`src/rtl/graphics_processor_if.sv`:
```
// Command and framebuffer-write bundle for the rectangle fill engine.
// The master side issues commands and observes writes. The slave side is the engine.
interface graphics_processor_if #(
  parameter int COLOR_W = 12,
  parameter int ADDR_W  = 17
);
  logic               cmd_valid;
  logic               cmd_ready;
  logic [1:0]         cmd_op;
  logic [8:0]         cmd_x;
  logic [7:0]         cmd_y;
  logic [8:0]         cmd_w;
  logic [7:0]         cmd_h;
  logic [COLOR_W-1:0] cmd_color;
  logic               vram_we;
  logic [ADDR_W-1:0]  vram_addr;
  logic [COLOR_W-1:0] vram_data;
  logic               busy;
  logic               done;

  modport master (
    output cmd_valid, cmd_op, cmd_x, cmd_y, cmd_w, cmd_h, cmd_color,
    input  cmd_ready, vram_we, vram_addr, vram_data, busy, done
  );

  modport slave (
    input  cmd_valid, cmd_op, cmd_x, cmd_y, cmd_w, cmd_h, cmd_color,
    output cmd_ready, vram_we, vram_addr, vram_data, busy, done
  );
endinterface

```
`src/rtl/graphics_processor.sv`:
```
// Rectangle fill / clear engine: clips a command to the screen, then writes
// one pixel per enabled cycle in row-major order.
//
// state  | meaning
// IDLE   | waiting for a command (ready when en=1)
// SETUP  | clip, compute row base and first address, or skip to FINISH
// DRAW   | one pixel per cycle while en=1
// FINISH | one-cycle done pulse
module graphics_processor #(
  parameter int SCREEN_W = 320,
  parameter int SCREEN_H = 240,
  parameter int COLOR_W  = 12,
  parameter int ADDR_W   = 17
) (
  input  logic clk,
  input  logic rst_n,
  input  logic en,
  graphics_processor_if.slave gp
);
  typedef enum logic [1:0] {IDLE, SETUP, DRAW, FINISH} state_t;

  localparam logic [9:0]        SW10 = 10'(SCREEN_W);
  localparam logic [8:0]        SH9  = 9'(SCREEN_H);
  localparam logic [ADDR_W-1:0] SW_A = ADDR_W'(SCREEN_W);

  state_t state, state_nxt;

  logic               lat_fill;
  logic [8:0]         lat_x;
  logic [7:0]         lat_y;
  logic [9:0]         lat_w;
  logic [8:0]         lat_h;
  logic [COLOR_W-1:0] color;
  logic [9:0]         x_end;
  logic [8:0]         y_end;
  logic [9:0]         col;
  logic [8:0]         row;
  logic [ADDR_W-1:0]  base;
  logic [ADDR_W-1:0]  addr;

  logic              accept;
  logic [9:0]        x_sum;
  logic [8:0]        y_sum;
  logic              skip;
  logic              col_last;
  logic              row_last;
  logic [ADDR_W-1:0] setup_base;

  assign accept     = gp.cmd_valid && gp.cmd_ready;
  // Widened sums: x+w and y+h cannot wrap before the clip compare
  assign x_sum      = {1'b0, lat_x} + lat_w;
  assign y_sum      = {1'b0, lat_y} + lat_h;
  assign skip       = !lat_fill || (lat_w == 10'd0) || (lat_h == 9'd0) ||
                      ({1'b0, lat_x} >= SW10) || ({1'b0, lat_y} >= SH9);
  assign col_last   = (col + 10'd1) >= x_end;
  assign row_last   = (row + 9'd1) >= y_end;
  assign setup_base = ADDR_W'(lat_y) * SW_A;

  assign gp.cmd_ready = rst_n && en && (state == IDLE);
  assign gp.vram_we   = (state == DRAW) && en;
  assign gp.vram_addr = addr;
  assign gp.vram_data = color;
  assign gp.busy      = (state != IDLE);
  assign gp.done      = (state == FINISH);

  always_ff @(posedge clk or negedge rst_n) begin
    if (!rst_n) state <= IDLE;
    else        state <= state_nxt;
  end

  always_comb begin
    state_nxt = state;
    case (state)
      IDLE:    if (accept) state_nxt = SETUP;
      SETUP:   state_nxt = skip ? FINISH : DRAW;
      DRAW:    if (en && col_last && row_last) state_nxt = FINISH;
      FINISH:  state_nxt = IDLE;
      default: state_nxt = IDLE;
    endcase
  end

  always_ff @(posedge clk or negedge rst_n) begin
    if (!rst_n) begin
      lat_fill <= 1'b0;
      lat_x    <= '0;
      lat_y    <= '0;
      lat_w    <= '0;
      lat_h    <= '0;
      color    <= '0;
      x_end    <= '0;
      y_end    <= '0;
      col      <= '0;
      row      <= '0;
      base     <= '0;
      addr     <= '0;
    end else begin
      if (accept) begin
        lat_fill <= (gp.cmd_op == 2'b01) || (gp.cmd_op == 2'b10);
        color    <= gp.cmd_color;
        // CLEAR is a full-screen fill
        if (gp.cmd_op == 2'b10) begin
          lat_x <= '0;
          lat_y <= '0;
          lat_w <= SW10;
          lat_h <= SH9;
        end else begin
          lat_x <= gp.cmd_x;
          lat_y <= gp.cmd_y;
          lat_w <= {1'b0, gp.cmd_w};
          lat_h <= {1'b0, gp.cmd_h};
        end
      end
      if (state == SETUP) begin
        x_end <= (x_sum > SW10) ? SW10 : x_sum;
        y_end <= (y_sum > SH9) ? SH9 : y_sum;
        col   <= {1'b0, lat_x};
        row   <= {1'b0, lat_y};
        base  <= setup_base;
        addr  <= setup_base + ADDR_W'(lat_x);
      end
      if ((state == DRAW) && en) begin
        if (!col_last) begin
          col  <= col + 10'd1;
          addr <= addr + 1'b1;
        end else if (!row_last) begin
          col  <= {1'b0, lat_x};
          row  <= row + 9'd1;
          base <= base + SW_A;
          addr <= base + SW_A + ADDR_W'(lat_x);
        end
      end
    end
  end
endmodule

```
`src/flat_wrapper.sv`:
```
// flat-port wrapper written by rule: the top's interface ports become plain ports
module graphics_processor_flat 
#(
  parameter int SCREEN_W = 320,
  parameter int SCREEN_H = 240,
  parameter int COLOR_W  = 12,
  parameter int ADDR_W   = 17
)
  (clk, rst_n, en, gp_cmd_valid, gp_cmd_op, gp_cmd_x, gp_cmd_y, gp_cmd_w, gp_cmd_h, gp_cmd_color, gp_cmd_ready, gp_vram_we, gp_vram_addr, gp_vram_data, gp_busy, gp_done);
  graphics_processor_if #(.COLOR_W(COLOR_W), .ADDR_W(ADDR_W)) gp_i ();
  input  logic clk;
  input  logic rst_n;
  input  logic en;
  input wire logic [$bits(gp_i.cmd_valid)-1:0] gp_cmd_valid;
  input wire logic [$bits(gp_i.cmd_op)-1:0] gp_cmd_op;
  input wire logic [$bits(gp_i.cmd_x)-1:0] gp_cmd_x;
  input wire logic [$bits(gp_i.cmd_y)-1:0] gp_cmd_y;
  input wire logic [$bits(gp_i.cmd_w)-1:0] gp_cmd_w;
  input wire logic [$bits(gp_i.cmd_h)-1:0] gp_cmd_h;
  input wire logic [$bits(gp_i.cmd_color)-1:0] gp_cmd_color;
  output wire logic [$bits(gp_i.cmd_ready)-1:0] gp_cmd_ready;
  output wire logic [$bits(gp_i.vram_we)-1:0] gp_vram_we;
  output wire logic [$bits(gp_i.vram_addr)-1:0] gp_vram_addr;
  output wire logic [$bits(gp_i.vram_data)-1:0] gp_vram_data;
  output wire logic [$bits(gp_i.busy)-1:0] gp_busy;
  output wire logic [$bits(gp_i.done)-1:0] gp_done;
  assign gp_i.cmd_valid = gp_cmd_valid;
  assign gp_i.cmd_op = gp_cmd_op;
  assign gp_i.cmd_x = gp_cmd_x;
  assign gp_i.cmd_y = gp_cmd_y;
  assign gp_i.cmd_w = gp_cmd_w;
  assign gp_i.cmd_h = gp_cmd_h;
  assign gp_i.cmd_color = gp_cmd_color;
  assign gp_cmd_ready = gp_i.cmd_ready;
  assign gp_vram_we = gp_i.vram_we;
  assign gp_vram_addr = gp_i.vram_addr;
  assign gp_vram_data = gp_i.vram_data;
  assign gp_busy = gp_i.busy;
  assign gp_done = gp_i.done;
  graphics_processor #(.SCREEN_W(SCREEN_W), .SCREEN_H(SCREEN_H), .COLOR_W(COLOR_W), .ADDR_W(ADDR_W)) u_core (.clk(clk), .rst_n(rst_n), .en(en), .gp(gp_i));
endmodule
```
`config.mk`:
```
export PLATFORM = sky130hd
export DESIGN_NAME = graphics_processor_flat
export DESIGN_NICKNAME = d
export VERILOG_FILES = /design/src/rtl/graphics_processor_if.sv /design/src/rtl/graphics_processor.sv /design/src/flat_wrapper.sv
export SDC_FILE = /design/constraint.sdc
export NUM_CORES = 1
export LEC_CHECK = 0
export ABC_AREA = 1
export BUFFER_PORTS_ARGS = -buffer_cell sky130_fd_sc_hd__buf_2
export CORE_UTILIZATION = 43
export CTS_BUF_LIST = sky130_fd_sc_hd__clkbuf_4
export CTS_CLUSTER_DIAMETER = 30
export CTS_CLUSTER_SIZE = 8
export DETAILED_ROUTE_END_ITERATION = 16
export PLACE_DENSITY = 0.72
export SLEW_MARGIN = 5
export SYNTH_ARGS = -nofsm -noshare
export SYNTH_HDL_FRONTEND = slang
export SYNTH_SLANG_ARGS = --single-unit
```
`constraint.sdc`:
```
create_clock -name clk -period 2.83 [get_ports clk]
set_clock_uncertainty 0.2 [all_clocks]
set_input_delay 0.283 -clock clk [delete_from_list [all_inputs] [get_ports clk]]
set_output_delay 0.283 -clock clk [all_outputs]
set_load 0.05 [all_outputs]
```
==> insert_results.sql <==
INSERT INTO impl_metrics (metric_group, metric, value, unit) VALUES
('setup_path', 'cp_max_fo', '6', ''),
('floorplanning', 'starting_density_of_the_core', '43.8', '%'),
('global_routing', 'grt.total_usage', '26.4', '%'),
('synthesis', 'synth.cell_area', '0.00887', 'mm2'),
('timing', 'setup_ws', '-169', 'ps'),
('timing', 'setup_viol', '54', ''),
('routing', 'wire_per_inst', '15.9', 'um'),
('routing', 'via_count', '9070', ''),
('clock_tree', 'cts_max_level', '4', ''),
('synthesis', 'synth_flop_cell', 'sky130_fd_sc_hd__dfrtp_1', ''),
('cells_and_area', 'layout.area.seq', '0.00303', 'mm2'),
('synthesis', 'number_of_different_library_cells_in_the_post_synthesis_netlist', '46', ''),
('global_routing', 'grtUsageMet2', '41.9', '%'),
('global_routing', 'grt_util_met3', '4.86', '%'),
('synthesis', 'syn_avg_cell_area', '7.19', 'um2'),
('clock_tree', 'tritoncts_clock_tree', 'done', ''),
('global_routing', 'grt_pass1_vias', '8732', ''),
('timing', 'max_freq', '333', 'MHz'),
('global_routing', 'use_met1', '36.6', '%'),
('routing', 'via_per_inst', '5.29', ''),
('floorplanning', 'std_cell_rows', '52', ''),
('placed_design', 'post-place-cells', '1609', ''),
('placed_design', 'global_placer_s_final_weighted_congestion', '0.880', ''),
('synthesis', 'count_of_flip_flops_with_a_built_in_enable_after_synthesis', '0', ''),
('cells_and_area', 'layout.filler_cells', '1846', ''),
('clock_tree', 'cts.sink_count', '121', ''),
('timing', 'maxSlewViolCount', '0', ''),
('clock_tree', 'cts_buffers', '17', ''),
('global_routing', 'first_pass_grt_wire_length', '44100', 'um'),
('synthesis', 'netlist_top_cells_count', 'sky130_fd_sc_hd__nand2_1 (352), sky130_fd_sc_hd__inv_1 (150), sky130_fd_sc_hd__dfrtp_1 (121)', ''),
('timing', 'max_slew.worst_pin.slew', '841', 'ps'),
('synthesis', 'async_flop_share', '100', '%'),
('synthesis', 'synthesized_net_count', '1360', ''),
('cells_and_area', 'instances_no_fill', '1714', ''),
('global_routing', 'grt_start_max_net_pins', '56', ''),
('clock_tree', 'worst_skew_pair.late_latency', '590', 'ps'),
('synthesis', 'sequential_fraction_of_the_synthesis_area', '34.2', '%'),
('timing', 'holdWs', '20.7', 'ps'),
('routing', 'drt_wl_total', '27200', 'um'),
('cells_and_area', 'area_delta_synth_final', '28.4', '%'),
('placed_design', 'dpl.hpwl', '18600', 'um'),
('clock_tree', 'clock_tree.buffer_depth', '2', ''),
('setup_path', 'worstSetupStartpointType', 'flip-flop', ''),
('timing', 'timing_hold_violations_final', '0', ''),
('job', 'drv.max_cap_violation_count', '0', ''),
('clock_tree', 'cts.root.buffer_cell', 'sky130_fd_sc_hd__clkbuf_4', ''),
('floorplanning', 'ioPinCount', '85', ''),
('cells_and_area', 'multi_input_comb_area', '0.00545', 'mm2'),
('setup_path', 'cp_data_required_time', '3100', 'ps'),
('floorplanning', 'die_w', '146', 'um'),
('power', 'peakVddDrop', '0.660', 'mV'),
('setup_path', 'setup.worst_path.class', 'flip-flop to flip-flop', ''),
('cells_and_area', 'finalNetCount', '1557', ''),
('status', 'status', 'finished with violations', ''),
('floorplanning', 'core', '0.0202', 'mm2'),
('routing', 'antenna_violating_nets_post_route', '0', ''),
('timing', 'grt_setup_unrepaired', 'yes', ''),
('cells_and_area', 'fraction_of_layout_cells_with_a_size_suffix_above_1', '20.1', '%'),
('global_routing', 'gr-total-overflow', '0', ''),
('timing', 'period_share', '106', '%'),
('synthesis', 'synthesis.yosys.warnings', '0', ''),
('global_routing', 'global_route.peak_usage_layer', 'met2', ''),
('routing', 'detail_route.iter0.violations', '689', ''),
('timing', 'timing.max_slew.rel_slack', '43.7', '%'),
('synthesis', 'synthCells', '1233', ''),
('cells_and_area', 'final_core_util', '56.3', '%'),
('clock_tree', 'clkSlewWorstSetupHoldPaths', '140', 'ps'),
('routing', 'post-route-drc-count', '0', ''),
('status', 'violations', 'setup timing', ''),
('timing', 'period_minus_slack', '3000', 'ps'),
('placed_design', 'detailedPlace.worstSlack', '-178', 'ps');
-- worst paths after layout --
check / startpoint / end / slack, ps / depth (start not counted)
worst max register to register: u_core.col[0]$_DFF_PN0_ / u_core.row[8]$_DFF_PN0_ / -170 / 18
min in group asynchronous: rst_n / u_core.x_end[1]$_DFFE_PN0P_ / 280 / 3
worst min register to register: u_core.gp.vram_data[9]$_DFFE_PN0P_ / u_core.gp.vram_data[9]$_DFFE_PN0P_ / 290 / 2
worst min-delay path: gp_cmd_valid / u_core.gp.vram_data[5]$_DFFE_PN0P_ / 20 / 5
worst max-delay path: u_core.col[0]$_DFF_PN0_ / u_core.row[8]$_DFF_PN0_ / -170 / 18
max in group asynchronous: rst_n / u_core.lat_h[2]$_DFFE_PN0P_ / 1110 / 3
-- placed cells by master, fill, tap and decap left out, drive strengths merged, types with 15 or more instances in the layout --
| cell | netlist | routed |
|---|---|---|
| dfrtp | 121 | 121 |
| buf | 13 | 162 |
| ha | 70 | 70 |
| clkbuf | 22 | 18 |
| inv | 157 | 162 |
| o211ai | 15 | 15 |
| o21ai | 111 | 111 |
| nand3 | 81 | 81 |
| dlygate4sd3 | 0 | 51 |
| nand4 | 24 | 24 |
| nand2 | 361 | 361 |
| xor2 | 30 | 30 |
| nor2 | 99 | 99 |
| a21oi | 52 | 52 |
-- routing by layer --
layer  part of all wire, %  vias to the layer above
met2                    46                      334
met4                   2.1                        0
met3                   6.2                       49
met1                    46                     4251
met5                     0                        -
li1                      -                     4436
-- critical path: stages, from the launching register on --
cell and delay (ps):
sky130_fd_sc_hd__dfrtp_1 430, sky130_fd_sc_hd__ha_2 230, sky130_fd_sc_hd__nand2_4 60, sky130_fd_sc_hd__nor2_4 90
sky130_fd_sc_hd__nand4_1 170, sky130_fd_sc_hd__xor2_2 260, sky130_fd_sc_hd__inv_2 70, sky130_fd_sc_hd__ha_4 280
sky130_fd_sc_hd__nand2_4 60, sky130_fd_sc_hd__nor2_4 90, sky130_fd_sc_hd__nand3_2 110, sky130_fd_sc_hd__nand3_2 120
sky130_fd_sc_hd__nor2_4 50, sky130_fd_sc_hd__nor2_4 160, sky130_fd_sc_hd__nand2_8 120, sky130_fd_sc_hd__buf_12 160
sky130_fd_sc_hd__buf_16 130, sky130_fd_sc_hd__nand3_2 50, sky130_fd_sc_hd__nand2_1 50
-- final cells by class --
class	count	share of cell area [%]
Multi-Input combinational cell	920	47.9
Sequential cell	121	26.6
Timing Repair Buffer	213	14.8
Inverter	157	5.30
Tap cell	270	2.97
Clock inverter	14	1.21
Clock buffer	18	1.19
Antenna cell	1	0.0220
-- flip-flops by register name, indices dropped and copies added (netlist names) --
| register | cells |
|---|---|
| u_core.col | 10 |
| u_core.gp.vram_data | 12 |
| u_core.lat_x | 9 |
| u_core.lat_fill | 1 |
| u_core.x_end | 10 |
| u_core.lat_h | 8 |
| u_core.state | 2 |
| u_core.lat_y | 8 |
| u_core.y_end | 9 |
| u_core.gp.vram_addr | 17 |
| u_core.base | 17 |
| u_core.row | 9 |
| u_core.lat_w | 9 |
-- repair_timing --
| action | in CTS | in global routing |
|---|---|---|
| setup buffers | 12 | 6 |
| gates cloned | 3 | 0 |
| hold endpoints to repair | 170 | 0 |
| resized for setup | 66 | 44 |
| pin swaps | 26 | 16 |
| endpoints found under the setup margin | 54 | 65 |
| hold buffers | 51 | 0 |
-- where the power goes --
group	internal [W]	switching, W
Sequential	0.00248	0.000796
Combinational	0.00416	0.00679
Clock	0.000464	0.000795
Total	0.00710	0.00838
-- through the flow --
| step | setup TNS, ps | total power [W] | cell area [um2] |
|---|---|---|---|
| floorplan | 0 | 0.00997 | 8870 |
| detailed placement | -5450 | 0.0128 | 9960 |
| CTS | -2230 | 0.0149 | 11100 |
| global route | -13560 | 0.0168 | 11400 |
| global placement | -1450 | 0.0127 | 9960 |
| finish | -4990 | 0.0155 | 11400 |
-- logic make-up (layout without fill, tap and decap cells) --
family                     count (synthesis)  count (layout)  share of synthesized area [%]
adders and majority gates                 75              75                           11.0
AOI/OAI and AO/OA                        208             208                           13.2
and+or+nand+nor                          592             592                           28.8
muxes                                      1               1                          0.113
DFF                                      121             121                           34.2
xor gates and xnor gates                  44              44                           4.43
buffers and inverters                    192             402                           8.28
other                                      0               1                              0
Power figures use the tool's default switching activity.
